==> src/rtl/ravan_job_master.sv <==
`default_nettype none
// ============================================================================
// Module   : ravan_job_master
// Brief    : Upstream master for the RAVAN AXI-style crypto slave. Takes one
//            job at a time, walks the slave through AW/W/B/AR/R, captures
//            the result and SHA error flag, and returns them on a result
//            port. A per-phase watchdog aborts jobs stuck on a hung slave.
// Revision : 1.0  initial release
// ============================================================================
module ravan_job_master #(
    parameter int TIMEOUT = 64,
    parameter int TO_W    = 8
) (
    input  logic         clk,
    input  logic         rst,

    input  logic         job_valid,
    output logic         job_ready,
    input  logic [63:0]  job_data,
    input  logic [511:0] job_key,
    input  logic [15:0]  job_addr,

    output logic         res_valid,
    input  logic         res_ready,
    output logic [63:0]  res_data,
    output logic         res_sha_error,
    output logic         res_timeout,

    output logic         busy,
    output logic [15:0]  done_count,

    output logic [63:0]  m_data,
    output logic [511:0] m_key,
    output logic [15:0]  m_address,
    output logic         m_awvalid,
    output logic         m_wvalid,
    output logic         m_bready,
    output logic         m_arvalid,
    output logic         m_rready,
    input  logic         m_awready,
    input  logic         m_wready,
    input  logic         m_bvalid,
    input  logic         m_arready,
    input  logic         m_rvalid,
    input  logic [63:0]  m_data_out,
    input  logic         m_sha_error
);

    typedef enum logic [3:0] {
        ST_IDLE    = 4'd0,
        ST_AW      = 4'd1,
        ST_W       = 4'd2,
        ST_B       = 4'd3,
        ST_AR      = 4'd4,
        ST_R       = 4'd5,
        ST_R_FLUSH = 4'd6,
        ST_CAPTURE = 4'd7,
        ST_DONE    = 4'd8
    } state_t;

    // Watchdog fires when the counter sits at TIMEOUT-1 in a waiting phase.
    localparam logic [TO_W-1:0] c_wd_limit = TO_W'(TIMEOUT - 1);
    localparam logic            c_wd_on    = (TIMEOUT != 0);

    state_t         r_state;
    logic [TO_W-1:0] r_wd;
    logic           r_job_ready;
    logic           r_awvalid;
    logic           r_wvalid;
    logic           r_bready;
    logic           r_arvalid;
    logic           r_rready;
    logic [63:0]    r_data;
    logic [511:0]   r_key;
    logic [15:0]    r_addr;
    logic           r_res_valid;
    logic [63:0]    r_res_data;
    logic           r_res_sha;
    logic           r_res_timeout;
    logic [15:0]    r_done_count;

    state_t         w_state;
    logic [TO_W-1:0] w_wd;
    logic           w_job_ready;
    logic           w_awvalid;
    logic           w_wvalid;
    logic           w_bready;
    logic           w_arvalid;
    logic           w_rready;
    logic [63:0]    w_data;
    logic [511:0]   w_key;
    logic [15:0]    w_addr;
    logic           w_res_valid;
    logic [63:0]    w_res_data;
    logic           w_res_sha;
    logic           w_res_timeout;
    logic [15:0]    w_done_count;
    logic           w_wd_expire;
    logic           w_timeout_hit;
    logic           w_waiting;

    assign w_wd_expire = c_wd_on && (r_wd == c_wd_limit);
    assign w_waiting   = (r_state == ST_AW) || (r_state == ST_W) || (r_state == ST_B) ||
                         (r_state == ST_AR) || (r_state == ST_R);

    // Next-state and next-output logic; every register holds unless changed.
    always_comb begin
        w_state       = r_state;
        w_awvalid     = r_awvalid;
        w_wvalid      = r_wvalid;
        w_bready      = r_bready;
        w_arvalid     = r_arvalid;
        w_rready      = r_rready;
        w_data        = r_data;
        w_key         = r_key;
        w_addr        = r_addr;
        w_res_valid   = r_res_valid;
        w_res_data    = r_res_data;
        w_res_sha     = r_res_sha;
        w_res_timeout = r_res_timeout;
        w_done_count  = r_done_count;
        w_timeout_hit = 1'b0;

        case (r_state)
            ST_IDLE: begin
                if (job_valid && r_job_ready) begin
                    w_data    = job_data;
                    w_key     = job_key;
                    w_addr    = job_addr;
                    w_awvalid = 1'b1;
                    w_state   = ST_AW;
                end
            end
            ST_AW: begin
                if (r_awvalid && m_awready) begin
                    w_awvalid = 1'b0;
                    w_wvalid  = 1'b1;
                    w_state   = ST_W;
                end else if (w_wd_expire) begin
                    w_timeout_hit = 1'b1;
                end
            end
            ST_W: begin
                if (r_wvalid && m_wready) begin
                    w_wvalid = 1'b0;
                    w_state  = ST_B;
                end else if (w_wd_expire) begin
                    w_timeout_hit = 1'b1;
                end
            end
            ST_B: begin
                // bready only after bvalid: the slave exits its write state on bready alone.
                if (m_bvalid) begin
                    w_bready = 1'b1;
                    w_state  = ST_AR;
                end else if (w_wd_expire) begin
                    w_timeout_hit = 1'b1;
                end
            end
            ST_AR: begin
                w_bready = 1'b0;
                if (r_arvalid && m_arready) begin
                    w_arvalid = 1'b0;
                    w_state   = ST_R;
                end else if (w_wd_expire) begin
                    w_timeout_hit = 1'b1;
                end else begin
                    w_arvalid = 1'b1;
                end
            end
            ST_R: begin
                if (m_rvalid) begin
                    w_rready = 1'b1;
                    w_state  = ST_R_FLUSH;
                end else if (w_wd_expire) begin
                    w_timeout_hit = 1'b1;
                end
            end
            ST_R_FLUSH: begin
                // The slave registers data_out on the edge it samples rready.
                w_rready = 1'b0;
                w_state  = ST_CAPTURE;
            end
            ST_CAPTURE: begin
                w_res_data    = m_data_out;
                w_res_sha     = m_sha_error;
                w_res_timeout = 1'b0;
                w_res_valid   = 1'b1;
                w_done_count  = r_done_count + 16'd1;
                w_state       = ST_DONE;
            end
            ST_DONE: begin
                if (r_res_valid && res_ready) begin
                    w_res_valid = 1'b0;
                    w_state     = ST_IDLE;
                end
            end
            default: begin
                w_state = ST_IDLE;
            end
        endcase

        // Watchdog abort: drop all slave handshakes and report a timed-out job.
        if (w_timeout_hit) begin
            w_awvalid     = 1'b0;
            w_wvalid      = 1'b0;
            w_bready      = 1'b0;
            w_arvalid     = 1'b0;
            w_rready      = 1'b0;
            w_res_data    = 64'd0;
            w_res_sha     = 1'b0;
            w_res_timeout = 1'b1;
            w_res_valid   = 1'b1;
            w_done_count  = r_done_count + 16'd1;
            w_state       = ST_DONE;
        end

        w_job_ready = (w_state == ST_IDLE);

        if (w_state != r_state) begin
            w_wd = '0;
        end else if (w_waiting) begin
            w_wd = r_wd + 1'b1;
        end else begin
            w_wd = '0;
        end
    end

    // State and output registers, all cleared asynchronously by reset.
    always_ff @(posedge clk or negedge rst) begin
        if (!rst) begin
            r_state       <= ST_IDLE;
            r_wd          <= '0;
            r_job_ready   <= 1'b0;
            r_awvalid     <= 1'b0;
            r_wvalid      <= 1'b0;
            r_bready      <= 1'b0;
            r_arvalid     <= 1'b0;
            r_rready      <= 1'b0;
            r_data        <= 64'd0;
            r_key         <= 512'd0;
            r_addr        <= 16'd0;
            r_res_valid   <= 1'b0;
            r_res_data    <= 64'd0;
            r_res_sha     <= 1'b0;
            r_res_timeout <= 1'b0;
            r_done_count  <= 16'd0;
        end else begin
            r_state       <= w_state;
            r_wd          <= w_wd;
            r_job_ready   <= w_job_ready;
            r_awvalid     <= w_awvalid;
            r_wvalid      <= w_wvalid;
            r_bready      <= w_bready;
            r_arvalid     <= w_arvalid;
            r_rready      <= w_rready;
            r_data        <= w_data;
            r_key         <= w_key;
            r_addr        <= w_addr;
            r_res_valid   <= w_res_valid;
            r_res_data    <= w_res_data;
            r_res_sha     <= w_res_sha;
            r_res_timeout <= w_res_timeout;
            r_done_count  <= w_done_count;
        end
    end

    assign job_ready     = r_job_ready;
    assign busy          = (r_state != ST_IDLE);
    assign done_count    = r_done_count;
    assign m_data        = r_data;
    assign m_key         = r_key;
    assign m_address     = r_addr;
    assign m_awvalid     = r_awvalid;
    assign m_wvalid      = r_wvalid;
    assign m_bready      = r_bready;
    assign m_arvalid     = r_arvalid;
    assign m_rready      = r_rready;
    assign res_valid     = r_res_valid;
    assign res_data      = r_res_data;
    assign res_sha_error = r_res_sha;
    assign res_timeout   = r_res_timeout;

endmodule
`default_nettype wire

==> config.mk <==
export PLATFORM = sky130hd
export DESIGN_NAME = ravan_job_master
export DESIGN_NICKNAME = d
export VERILOG_FILES = /design/src/rtl/ravan_job_master.sv
export SDC_FILE = /design/constraint.sdc
export NUM_CORES = 1
export LEC_CHECK = 0
export BUFFER_PORTS_ARGS = -buffer_cell sky130_fd_sc_hd__buf_2
export CORE_AREA = 2 2 524 526
export CTS_BUF_LIST = sky130_fd_sc_hd__clkbuf_8
export CTS_CLUSTER_DIAMETER = 100
export DETAILED_ROUTE_END_ITERATION = 8
export DIE_AREA = 0 0 526 528
export SETUP_SLACK_MARGIN = 0.2
export SKIP_LAST_GASP = 1
export SLEW_MARGIN = 20
export SYNTH_ARGS = -nofsm -noshare
export SYNTH_HDL_FRONTEND = slang
export SYNTH_SLANG_ARGS = --single-unit
==> constraint.sdc <==
create_clock -name clk -period 4.25 [get_ports clk]
set_clock_uncertainty 0.1 [all_clocks]
set_input_delay 0.6375 -clock clk [delete_from_list [all_inputs] [get_ports clk]]
set_output_delay 0.6375 -clock clk [all_outputs]
set_load 0.005 [all_outputs]
==> reports/metrics.yaml <==
status: "complete, no violations"
crit_arrival_ps: 2340
numClockSinks: 693
clock-root-buffer: "clkbuf_8"
cts_made_buffers: 150
grt.overflow.total: 0
path_clk_slew_ps: 60
power.switching_mw: 13.5
die_w_um: 526
grt_pass1_vias: 25900
critPathLaunchType: "register"
power_mw: 33.7
coreArea_mm2: 0.272
clock_power_share_pct: 23.2
final_cell_mix: "1346 x buf_2, 693 x dfrtp_1, 663 x dlygate4sd3_1"
synthFlopType: "dfrtp_1"
combPwrFrac_pct: 42.2
cp-end-kind: "output pin"
die-area_mm2: 0.278
setup_violations: 0
synth_area_mm2: 0.0266
nets: 4484
viasPerCell: 3.17
max_cap_viol_count: 0
wl_per_cell_um: 28.8
fmax_ghz: 0.325
num_rows: 192
fin_setup_tns_ps: 0
final_common_cell: "buf_2"
post-route-min-period_ps: 3070
p_sw_share_pct: 40.1
synth_warnings: 0
avgSynthCellArea_um2: 15.5
cts_resized: 0
cellPowerDensity_mw_per_mm2: 713
place_congestion: 0.872
critPathKind: "reg2out"
cts_max_path_buffers: 4
hold_violations: 0
clk_latency_ps: 860
synthCells: 1718
worstPathMaxFanout: 18
drt-pass1-iter-count: 7
period_share_pct: 72.3
netlist-cell-type-count: 42
grt_use_total_pct: 15.2
slew_viol_final: 0
grt_max_degree: 115
ant_nets: 0
power.leakage_nw: 21.3
antenna_found_initial: 210
seqPwrFrac_pct: 34.6
vias: 24000
initial_core_util_pct: 9.77
cts-htree-levels: 4
rsz0062_at_grt: "false"
drc: 0
dp_hpwl_mm: 187
maxSlewHeadroom_pct: 33.2
p_int_mw: 20.2
grt_pass1_wl_mm: 271
irDropWorstVdd_mv: 0.377
synth_fp_nets: 2386
die_y_um: 528
ys_seq_area_share_pct: 65.1
synth-seq-cells: 693
fill_cells: 30000
routed_wl_mm: 217
synth-edff-count: 0
cp.required_ps: 3510
min_path_type: "in2reg"
worstMarginPinSlew_ps: 1000
io_pins: 1348
synthToLayoutAreaGrowth_pct: 77.6
io_buffers: 1347
synth-async-reset-ratio_pct: 100
cts_tree: "done"
drt_iter0_drc: 814
drive_above_1_share_pct: 56.2
==> state kept, by name, summed over array words and instances (netlist names), 4 cells and up <==
signal,cells
r_state,4
m_address,16
m_key,512
r_wd,8
m_data,64
res_data,64
done_count,16
==> worst max-delay path, stage by stage, from the launching register on <==
cell	delay (ps)
dfrtp_1	580
or4_4	670
buf_2	210
==> cell families (layout without fill, tap and decap cells) <==
family / count (synthesis) / in the layout / synth area share, %
fa+ha+maj: 2 / 2 / 0.0940
compound gates: 107 / 107 / 2.38
other cells: 0 / 41 / 0
simple gates: 206 / 206 / 3.39
xor+xnor: 21 / 21 / 0.691
buf+inv: 96 / 2305 / 3.22
mux: 593 / 593 / 25.1
flops: 693 / 693 / 65.1
==> Yosys cell counts (2+ instances only) <==
| library cell | number | area [um2] |
|---|---|---|
| nor4b_1 | 2 | 17.5 |
| a211oi_1 | 4 | 30.0 |
| nor3_1 | 3 | 15.0 |
| dfrtp_1 | 693 | 17300 |
| a22o_1 | 3 | 26.3 |
| and3_1 | 6 | 37.5 |
| buf_6 | 63 | 709 |
| clkbuf_1 | 14 | 52.6 |
| mux2_2 | 593 | 6680 |
| xor2_1 | 8 | 70.1 |
| buf_1 | 2 | 7.51 |
| nand3b_1 | 2 | 15.0 |
| buf_2 | 14 | 70.1 |
| nor2b_1 | 3 | 18.8 |
| ha_1 | 2 | 25.0 |
| nor3b_1 | 3 | 22.5 |
| xnor2_1 | 13 | 114 |
| o2111ai_1 | 5 | 43.8 |
| and2_1 | 3 | 18.8 |
| nor2_1 | 17 | 63.8 |
| o21ai_0 | 6 | 30.0 |
| nand2b_1 | 2 | 12.5 |
| nand2_1 | 148 | 556 |
| nand3_1 | 11 | 55.1 |
| o211ai_1 | 3 | 22.5 |
| a21oi_1 | 76 | 380 |
| buf_4 | 2 | 15.0 |
| a211o_1 | 3 | 26.3 |
==> power groups by stage <==
stage	clock network, mW	logic (mW)	registers (mW)
floorplan	0	4.54	11.8
global placement	0	14.1	11.6
detailed placement	0	14.2	11.7
CTS	8.19	14.9	11.7
global route	8.45	15.7	12.1
finish	7.81	14.2	11.7
==> what timing repair did <==
item | CTS | global route
buffers inserted | 0 | 0
endpoints found under the hold margin | 731 | 0
hold buffers | 663 | 0
==> stage by stage <==
step	setup WS, ps	instance area [um2]	util, %	instances	hold WS, ps
after CTS	1020	47200	17.3	7516	31.9
after global routing	1030	47300	17.4	7546	116
after floorplan	2120	26600	-	1718	242
after global placement	1240	37400	13.7	6590	360
after detailed placement	1170	37400	13.7	6590	380
final	1180	47300	17.4	7557	190
==> routing by layer <==
metal / track usage (%) / wire [um] / share of wire [%] / vias to the layer above
met3: 11.6 / 37500 / 17 / 571
met4: 5.79 / 10000 / 4.6 / 54
met5: 0 / 333 / 0.15 / -
met1: 15.0 / 74300 / 34 / 11500
met2: 23.9 / 95200 / 44 / 1555
li1: - / - / - / 10300
==> final cells by class <==
class                           instances  area (um2)  area share [%]
Inverter                                1        3.75         0.00794
Clock inverter                         76         562            1.19
Tap cell                             3589        4490            9.49
Antenna cell                           41         103           0.217
Clock buffer                          187        2570            5.44
Multi-Input combinational cell        929        8440            17.8
Sequential cell                       693       17300            36.7
Timing Repair Buffer                 2041       13800            29.1
==> final timing paths <==
path                                            startpoint  cells after the start                    endpoint  slack, ps
worst max-delay path                  r_state[0]$_DFF_PN0_                      2                        busy       1180
worst min-delay path                              m_rvalid                      4        m_rready$_DFFE_PN0P_        190
worst max register to register        r_state[0]$_DFF_PN0_                      5       m_key[56]$_DFFE_PN0P_       1210
worst min register to register  done_count[15]$_DFFE_PN0P_                      1  done_count[15]$_DFFE_PN0P_        390
max in group asynchronous                              rst                      3      m_key[480]$_DFFE_PN0P_       2590
min in group asynchronous                              rst                      2    res_data[10]$_DFFE_PN0P_        230
No activity file was read; power rests on OpenSTA's default activity.
